===== src/rtl/mem_access_multi.sv =====
`default_nettype none
// +----------------------------------------------------------------------------+
// | mem_access_multi : multicycle-core load/store unit with a req/ack memory   |
// |                    port, lane steering, extension and error reporting.    |
// | Revision 1.0                                                               |
// +----------------------------------------------------------------------------+
module mem_access_multi #(
    parameter int          TIMEOUT        = 255,
    parameter logic [31:0] RESET_VEC_DATA = 32'h0000_0000
) (
    input  logic        iCLK,
    input  logic        iRST_n,
    input  logic        iMemRead,
    input  logic        iMemWrite,
    input  logic [31:0] iAddr,
    input  logic [31:0] iWData,
    input  logic [2:0]  iFunct3,
    output logic [31:0] oRData,
    output logic        oReady,
    output logic        oBusy,
    output logic [1:0]  oErr,
    output logic        oMReq,
    output logic        oMWrite,
    output logic [29:0] oMAddr,
    output logic [31:0] oMWData,
    output logic [3:0]  oMByteEn,
    input  logic        iMAck,
    input  logic [31:0] iMRData
);

    typedef enum logic [1:0] {
        S_IDLE = 2'd0,
        S_REQ  = 2'd1,
        S_DONE = 2'd2
    } state_t;

    localparam int             CNT_W    = (TIMEOUT < 2) ? 1 : $clog2(TIMEOUT);
    localparam logic [CNT_W-1:0] CNT_LAST = CNT_W'(TIMEOUT - 1);

    localparam logic [1:0] ERR_NONE     = 2'b00;
    localparam logic [1:0] ERR_MISALIGN = 2'b01;
    localparam logic [1:0] ERR_TIMEOUT  = 2'b10;
    localparam logic [1:0] ERR_ILLEGAL  = 2'b11;

    state_t           state_q,   state_d;
    logic             lvl_q,     lvl_d;
    logic             armed_q,   armed_d;
    logic [1:0]       addr_lo_q, addr_lo_d;
    logic [2:0]       funct3_q,  funct3_d;
    logic             mwrite_q,  mwrite_d;
    logic [29:0]      maddr_q,   maddr_d;
    logic [31:0]      mwdata_q,  mwdata_d;
    logic [3:0]       byteen_q,  byteen_d;
    logic [CNT_W-1:0] cnt_q,     cnt_d;
    logic [1:0]       err_q,     err_d;
    logic [31:0]      rdata_q,   rdata_d;

    logic        req_lvl;
    logic        bad_f3;
    logic        misaligned;
    logic [31:0] shifted;
    logic [31:0] load_ext;

    always_comb begin
        req_lvl    = iMemRead | iMemWrite;
        bad_f3     = (iFunct3 == 3'b011) || (iFunct3 == 3'b110) || (iFunct3 == 3'b111);
        misaligned = ((iFunct3[1:0] == 2'b01) && iAddr[0]) ||
                     ((iFunct3[1:0] == 2'b10) && (iAddr[1:0] != 2'b00));

        shifted = iMRData >> {addr_lo_q, 3'b000};
        case (funct3_q)
            3'b000:  load_ext = {{24{shifted[7]}}, shifted[7:0]};
            3'b100:  load_ext = {24'h0, shifted[7:0]};
            3'b001:  load_ext = {{16{shifted[15]}}, shifted[15:0]};
            3'b101:  load_ext = {16'h0, shifted[15:0]};
            default: load_ext = shifted;
        endcase

        state_d   = state_q;
        lvl_d     = req_lvl;
        // A level seen high straight out of reset must drop once before it can trigger.
        armed_d   = armed_q | ~req_lvl;
        addr_lo_d = addr_lo_q;
        funct3_d  = funct3_q;
        mwrite_d  = mwrite_q;
        maddr_d   = maddr_q;
        mwdata_d  = mwdata_q;
        byteen_d  = byteen_q;
        cnt_d     = cnt_q;
        err_d     = err_q;
        rdata_d   = rdata_q;

        case (state_q)
            S_IDLE: begin
                if (req_lvl && !lvl_q && armed_q) begin
                    addr_lo_d = iAddr[1:0];
                    funct3_d  = iFunct3;
                    mwrite_d  = iMemWrite;
                    maddr_d   = iAddr[31:2];
                    cnt_d     = '0;
                    err_d     = ERR_NONE;
                    case (iFunct3[1:0])
                        2'b00: begin
                            mwdata_d = {4{iWData[7:0]}};
                            byteen_d = 4'b0001 << iAddr[1:0];
                        end
                        2'b01: begin
                            mwdata_d = {2{iWData[15:0]}};
                            byteen_d = 4'b0011 << iAddr[1:0];
                        end
                        default: begin
                            mwdata_d = iWData;
                            byteen_d = 4'b1111;
                        end
                    endcase
                    if (!iMemWrite) begin
                        byteen_d = 4'b1111;
                    end
                    if ((iMemRead && iMemWrite) || bad_f3) begin
                        err_d   = ERR_ILLEGAL;
                        state_d = S_DONE;
                    end else if (misaligned) begin
                        err_d   = ERR_MISALIGN;
                        state_d = S_DONE;
                    end else begin
                        state_d = S_REQ;
                    end
                end
            end
            S_REQ: begin
                // An acknowledge on the final allowed cycle still completes normally.
                if (iMAck) begin
                    if (!mwrite_q) begin
                        rdata_d = load_ext;
                    end
                    state_d = S_DONE;
                end else if (cnt_q == CNT_LAST) begin
                    err_d   = ERR_TIMEOUT;
                    state_d = S_DONE;
                end else begin
                    cnt_d = cnt_q + CNT_W'(1);
                end
            end
            S_DONE:  state_d = S_IDLE;
            default: state_d = S_IDLE;
        endcase
    end

    always_ff @(posedge iCLK) begin
        if (!iRST_n) begin
            state_q   <= S_IDLE;
            lvl_q     <= 1'b0;
            armed_q   <= 1'b0;
            addr_lo_q <= 2'b00;
            funct3_q  <= 3'b000;
            mwrite_q  <= 1'b0;
            maddr_q   <= '0;
            mwdata_q  <= '0;
            byteen_q  <= 4'b0000;
            cnt_q     <= '0;
            err_q     <= ERR_NONE;
            rdata_q   <= RESET_VEC_DATA;
        end else begin
            state_q   <= state_d;
            lvl_q     <= lvl_d;
            armed_q   <= armed_d;
            addr_lo_q <= addr_lo_d;
            funct3_q  <= funct3_d;
            mwrite_q  <= mwrite_d;
            maddr_q   <= maddr_d;
            mwdata_q  <= mwdata_d;
            byteen_q  <= byteen_d;
            cnt_q     <= cnt_d;
            err_q     <= err_d;
            rdata_q   <= rdata_d;
        end
    end

    assign oMReq    = (state_q == S_REQ);
    assign oReady   = (state_q == S_DONE);
    assign oBusy    = (state_q != S_IDLE);
    assign oMWrite  = mwrite_q;
    assign oMAddr   = maddr_q;
    assign oMWData  = mwdata_q;
    assign oMByteEn = byteen_q;
    assign oErr     = err_q;
    assign oRData   = rdata_q;

endmodule
`default_nettype wire


===== config.mk =====
export PLATFORM = sky130hd
export DESIGN_NAME = mem_access_multi
export DESIGN_NICKNAME = d
export VERILOG_FILES = /design/src/rtl/mem_access_multi.sv
export SDC_FILE = /design/constraint.sdc
export NUM_CORES = 1
export LEC_CHECK = 0
export ABC_CLOCK_PERIOD_IN_PS = 1380
export BUFFER_PORTS_ARGS = -buffer_cell sky130_fd_sc_hd__buf_4
export CORE_MARGIN = 3
export CORE_UTILIZATION = 30
export CTS_BUF_LIST = sky130_fd_sc_hd__clkbuf_8
export DETAILED_ROUTE_END_ITERATION = 8
export GPL_TIMING_DRIVEN = 0
export SLEW_MARGIN = 0
export SYNTH_ARGS = -nofsm -noshare
export SYNTH_HDL_FRONTEND = slang
export SYNTH_SLANG_ARGS = --single-unit
export TNS_END_PERCENT = 1

===== constraint.sdc =====
create_clock -name iCLK -period 1.38 [get_ports iCLK]
set_input_delay 0.345 -clock iCLK [delete_from_list [all_inputs] [get_ports iCLK]]
set_output_delay 0.345 -clock iCLK [all_outputs]
set_load 0.1 [all_outputs]

==> key figures <==
Status
  – Status: complete, but fails checks
  – Failing checks: negative setup slack

Pwr
  – Net Sw Frac: between 30% and 40%
  – Leakage power total: about 3.6 nW
  – Power Internal: approximately 0.0063 W
  – Power share of the clock group: a little over a third
  – Gate power share: 23.7%
  – VDD IR max: 0.000536 V
  – Part of the power in registers: between 40 and 50%
  – Pwr Density: ~1000 nW/um2
  – Psw: 0.00286 W

Die
  – # rows: 47
  – Core area: about 17000 um2
  – Die X-Extent: ~140 um
  – Die area: roughly 19000 um2
  – # IOs: approximately 210
  – Initial Utilization: 30.9%
  – Die height: 137 um

STA
  – Final hold vios: 0
  – Crit share post-route: 115%
  – Clk_skew: just over 0.007 ns
  – Worst slew margin: 56.6%
  – Fin crit period: approximately 1.6 ns
  – Final setup violation count: between 60 and 70
  – Fmax: 0.630 GHz
  – Worst-Margin Slew: about 0.65 ns
  – Setup tns final: -5.55 ns
  – Worst setup margin: -0.208 ns
  – Unrepaired setup endpoints after global routing: yes
  – Max-slew violations: 0

Synth
  – Main synth FF type: dfxtp_1
  – Ranking of synthesized cells by area: dfxtp_1 46%, nand2_1 12%, a21oi_1 9.0%
  – Synth area leader: dfxtp_1
  – Commonest cells post-synth: 164 x nand2_1, 118 x dfxtp_1, 93 x a21oi_1
  – Post-Syn Instances: ~640
  – Distinct cells, synth: 45
  – Avg Inst Size Synth: 8.08 um2
  – Number of synthesized flops with an enable pin: 0
  – Top-count cell post-synth: nand2_1
  – Synth warn: 0
  – Async set-reset flop share out of synthesis: 0%
  – Synthesized Nets: roughly 750
  – Register area share after synthesis: 45.6%
  – Post-synth top area share: 45.6%
  – Area of the mapped netlist: roughly 5200 um2
  – Seq cells post-synth: around 120

Global routing
  – Number of global-route vias before repair: around 5700
  – Initial antenna violation count: 0
  – Gr ovfl total: 0
  – First-pass GRT wire length: 30.0 mm
  – Pin count of the biggest net entering global routing: 17
  – All-layer global routing usage: between 20 and 25%

Layout
  – Layout cell share with drive strength beyond 1: a little under half
  – Area grow syn2layout: 77.8%
  – Antenna Cells: 0
  – Non-filler instance count after layout: 1102
  – Design Area, Final: between 9000 and 10000 um2
  – Nets@finish: ~980

Clocking
  – # clock sinks: 118
  – Maximum clock insertion buffer count: 2
  – CTS clk-pin slew, worst paths: roughly 0.07 ns
  – Root buffer cell: clkbuf_8
  – Num CTS Buffers: 17
  – Max H-tree Level: 4
  – Hold_buf cts: 0
  – Worst-skew pair later-pin latency: 0.43 ns
  – CTS tree: yes

Critical path
  – Kind of end point of the critical path: output port
  – Worst reg2reg setup slack: -0.15 ns
  – Crit path kind: register to output port
  – CP Max Fanout: 6
  – Worst path arrival time: ~1.2 ns
  – Crit path buffers/inverters: 1
  – Cell family with most CP delay: flip-flops
  – Crit path launch: state_q[1]
  – Worst reg2reg startpoint: state_q[0]
  – Crit path cell chain: nor2b_2, buf_12
  – Cell count of the worst reg-to-reg path: 7
  – Crit-path max cell delay: around 0.4 ns
  – Critical path required time: around 1 ns
  – FF-to-FF End: oRData[27]
  – Slowest CP cell: dfxtp_4
  – Startpoint type of the worst setup path: register

Detailed routing
  – Detailed-route via count: 5487
  – # DRC: 0
  – Routed wire length: roughly 20 mm
  – Drt first pass iters: 4
  – WL per Instance: between 15 and 20 um
  – Iteration-0 DRC Markers: 263
  – Antenna Nets Post-Route: 0
  – Met3 WL: around 2 mm
  – Routed met2 length: approximately 9.7 mm
  – WL met1: 7.75 mm
  – Via density: 4.98
  – Uppermost layer routed: met4

Hold path
  – Worst hold stages: 3
  – Worst Hold Launch: iAddr[11]
  – Worst hold path type: input pin to register
  – Endpoint, Worst Hold: oMAddr[9]

Placement
  – DP HPWL: roughly 14 mm
  – Placed cells: between 1000 and 1500
  – Place WS: -0.649 ns
  – Final Wtd Congestion: 0.845
  – Port bufs: 205
  – DP Area: between 7000 and 8000 um2

Job
  – Max-cap violations: 0
==> cell usage in the layout (no fill, tap or decap), types with 7 or more instances in the layout <==
| master | instances |
|---|---|
| clkbuf_8 | 20 |
| mux2i_1 | 33 |
| a21oi_2 | 13 |
| mux2_2 | 7 |
| buf_6 | 11 |
| o21ai_0 | 47 |
| a311oi_1 | 8 |
| nand3_1 | 9 |
| o2bb2ai_1 | 7 |
| nand2_1 | 164 |
| buf_4 | 106 |
| dfxtp_1 | 14 |
| nor2_1 | 28 |
| inv_1 | 7 |
| a21oi_1 | 81 |
| o211ai_1 | 8 |
| buf_12 | 105 |
| clkbuf_1 | 19 |
| dfxtp_2 | 100 |
==> final cells by class <==
type | count | area, um2
buffer | 48 | 354
clock buffer | 20 | 275
clock inverter | 12 | 136
fill | 1531 | 7550
inverter | 7 | 30.0
multi-input combinational | 468 | 2750
sequential | 118 | 2500
tap | 220 | 275
timing repair buffer | 209 | 2880
==> how the worst max path moves through the flow <==
stage | slack (ns) | endpoint | cells past startpoint
final | -0.21 | oReady | 2
after global routing | -0.28 | oMReq | 3
after CTS | -0.25 | oReady | 2
after detailed placement | -0.65 | addr_lo_q[0] | 7
after global placement | -0.62 | oMAddr[11] | 7
after floorplan | -0.21 | oReady | 1
==> power by group through the flow <==
| stage | clock network [W] | logic [W] | registers [W] |
|---|---|---|---|
| 6_report | 0.00331 | 0.00216 | 0.00366 |
| 5_1_grt | 0.00353 | 0.00227 | 0.00367 |
| 2_1_floorplan | 0 | 0.000494 | 0.00437 |
| 3_5_place_dp | 0 | 0.00181 | 0.00366 |
| 3_3_place_gp | 0 | 0.00181 | 0.00366 |
| 4_1_cts | 0.00338 | 0.00211 | 0.00364 |
==> cell families (layout without fill, tap and decap cells) <==
family | Yosys count | after routing | share of synthesized area (%)
simple gates | 235 | 235 | 19.5
compound gates | 187 | 187 | 21.4
flops | 118 | 118 | 45.6
buf+inv | 55 | 296 | 4.28
mux | 44 | 44 | 8.68
fa+ha+maj | 2 | 2 | 0.483
==> tightest hold or removal path: stages <==
cell     delay (ns)
buf_4          0.10
nand2_1        0.04
a21oi_1        0.05
==> per-stage QoR <==
stage               total power, W  util [%]  hold slack, ns
CTS                        0.00913      53.5           0.114
finish                     0.00913      54.9           0.145
detailed placement         0.00547      41.8           0.448
floorplan                  0.00486         -           0.449
global placement           0.00547      41.8           0.443
global route               0.00948      54.9           0.131
==> per-layer routing <==
| layer | GRT usage, % | vias to the layer above |
|---|---|---|
| met4 | 7.65 | 0 |
| met3 | 8.84 | 34 |
| met5 | 0 | - |
| li1 | - | 2684 |
| met1 | 23.6 | 2553 |
| met2 | 34.2 | 216 |
==> repair_timing <==
| action | in CTS | in global routing |
|---|---|---|
| gates resized for setup | 410 | 106 |
| buffers inserted | 4 | 0 |
| pin swaps | 6 | 8 |
| endpoints found under the setup margin | 219 | 177 |
==> registers in the layout (all words and copies together) (netlist names), 2 cells and up <==
| register | count |
|---|---|
| oMByteEn | 4 |
| oMAddr | 30 |
| funct3_q | 3 |
| state_q | 2 |
| oMWData | 32 |
| oErr | 2 |
| addr_lo_q | 2 |
| cnt_q | 8 |
| oRData | 32 |
Power figures use the tool's default switching activity.
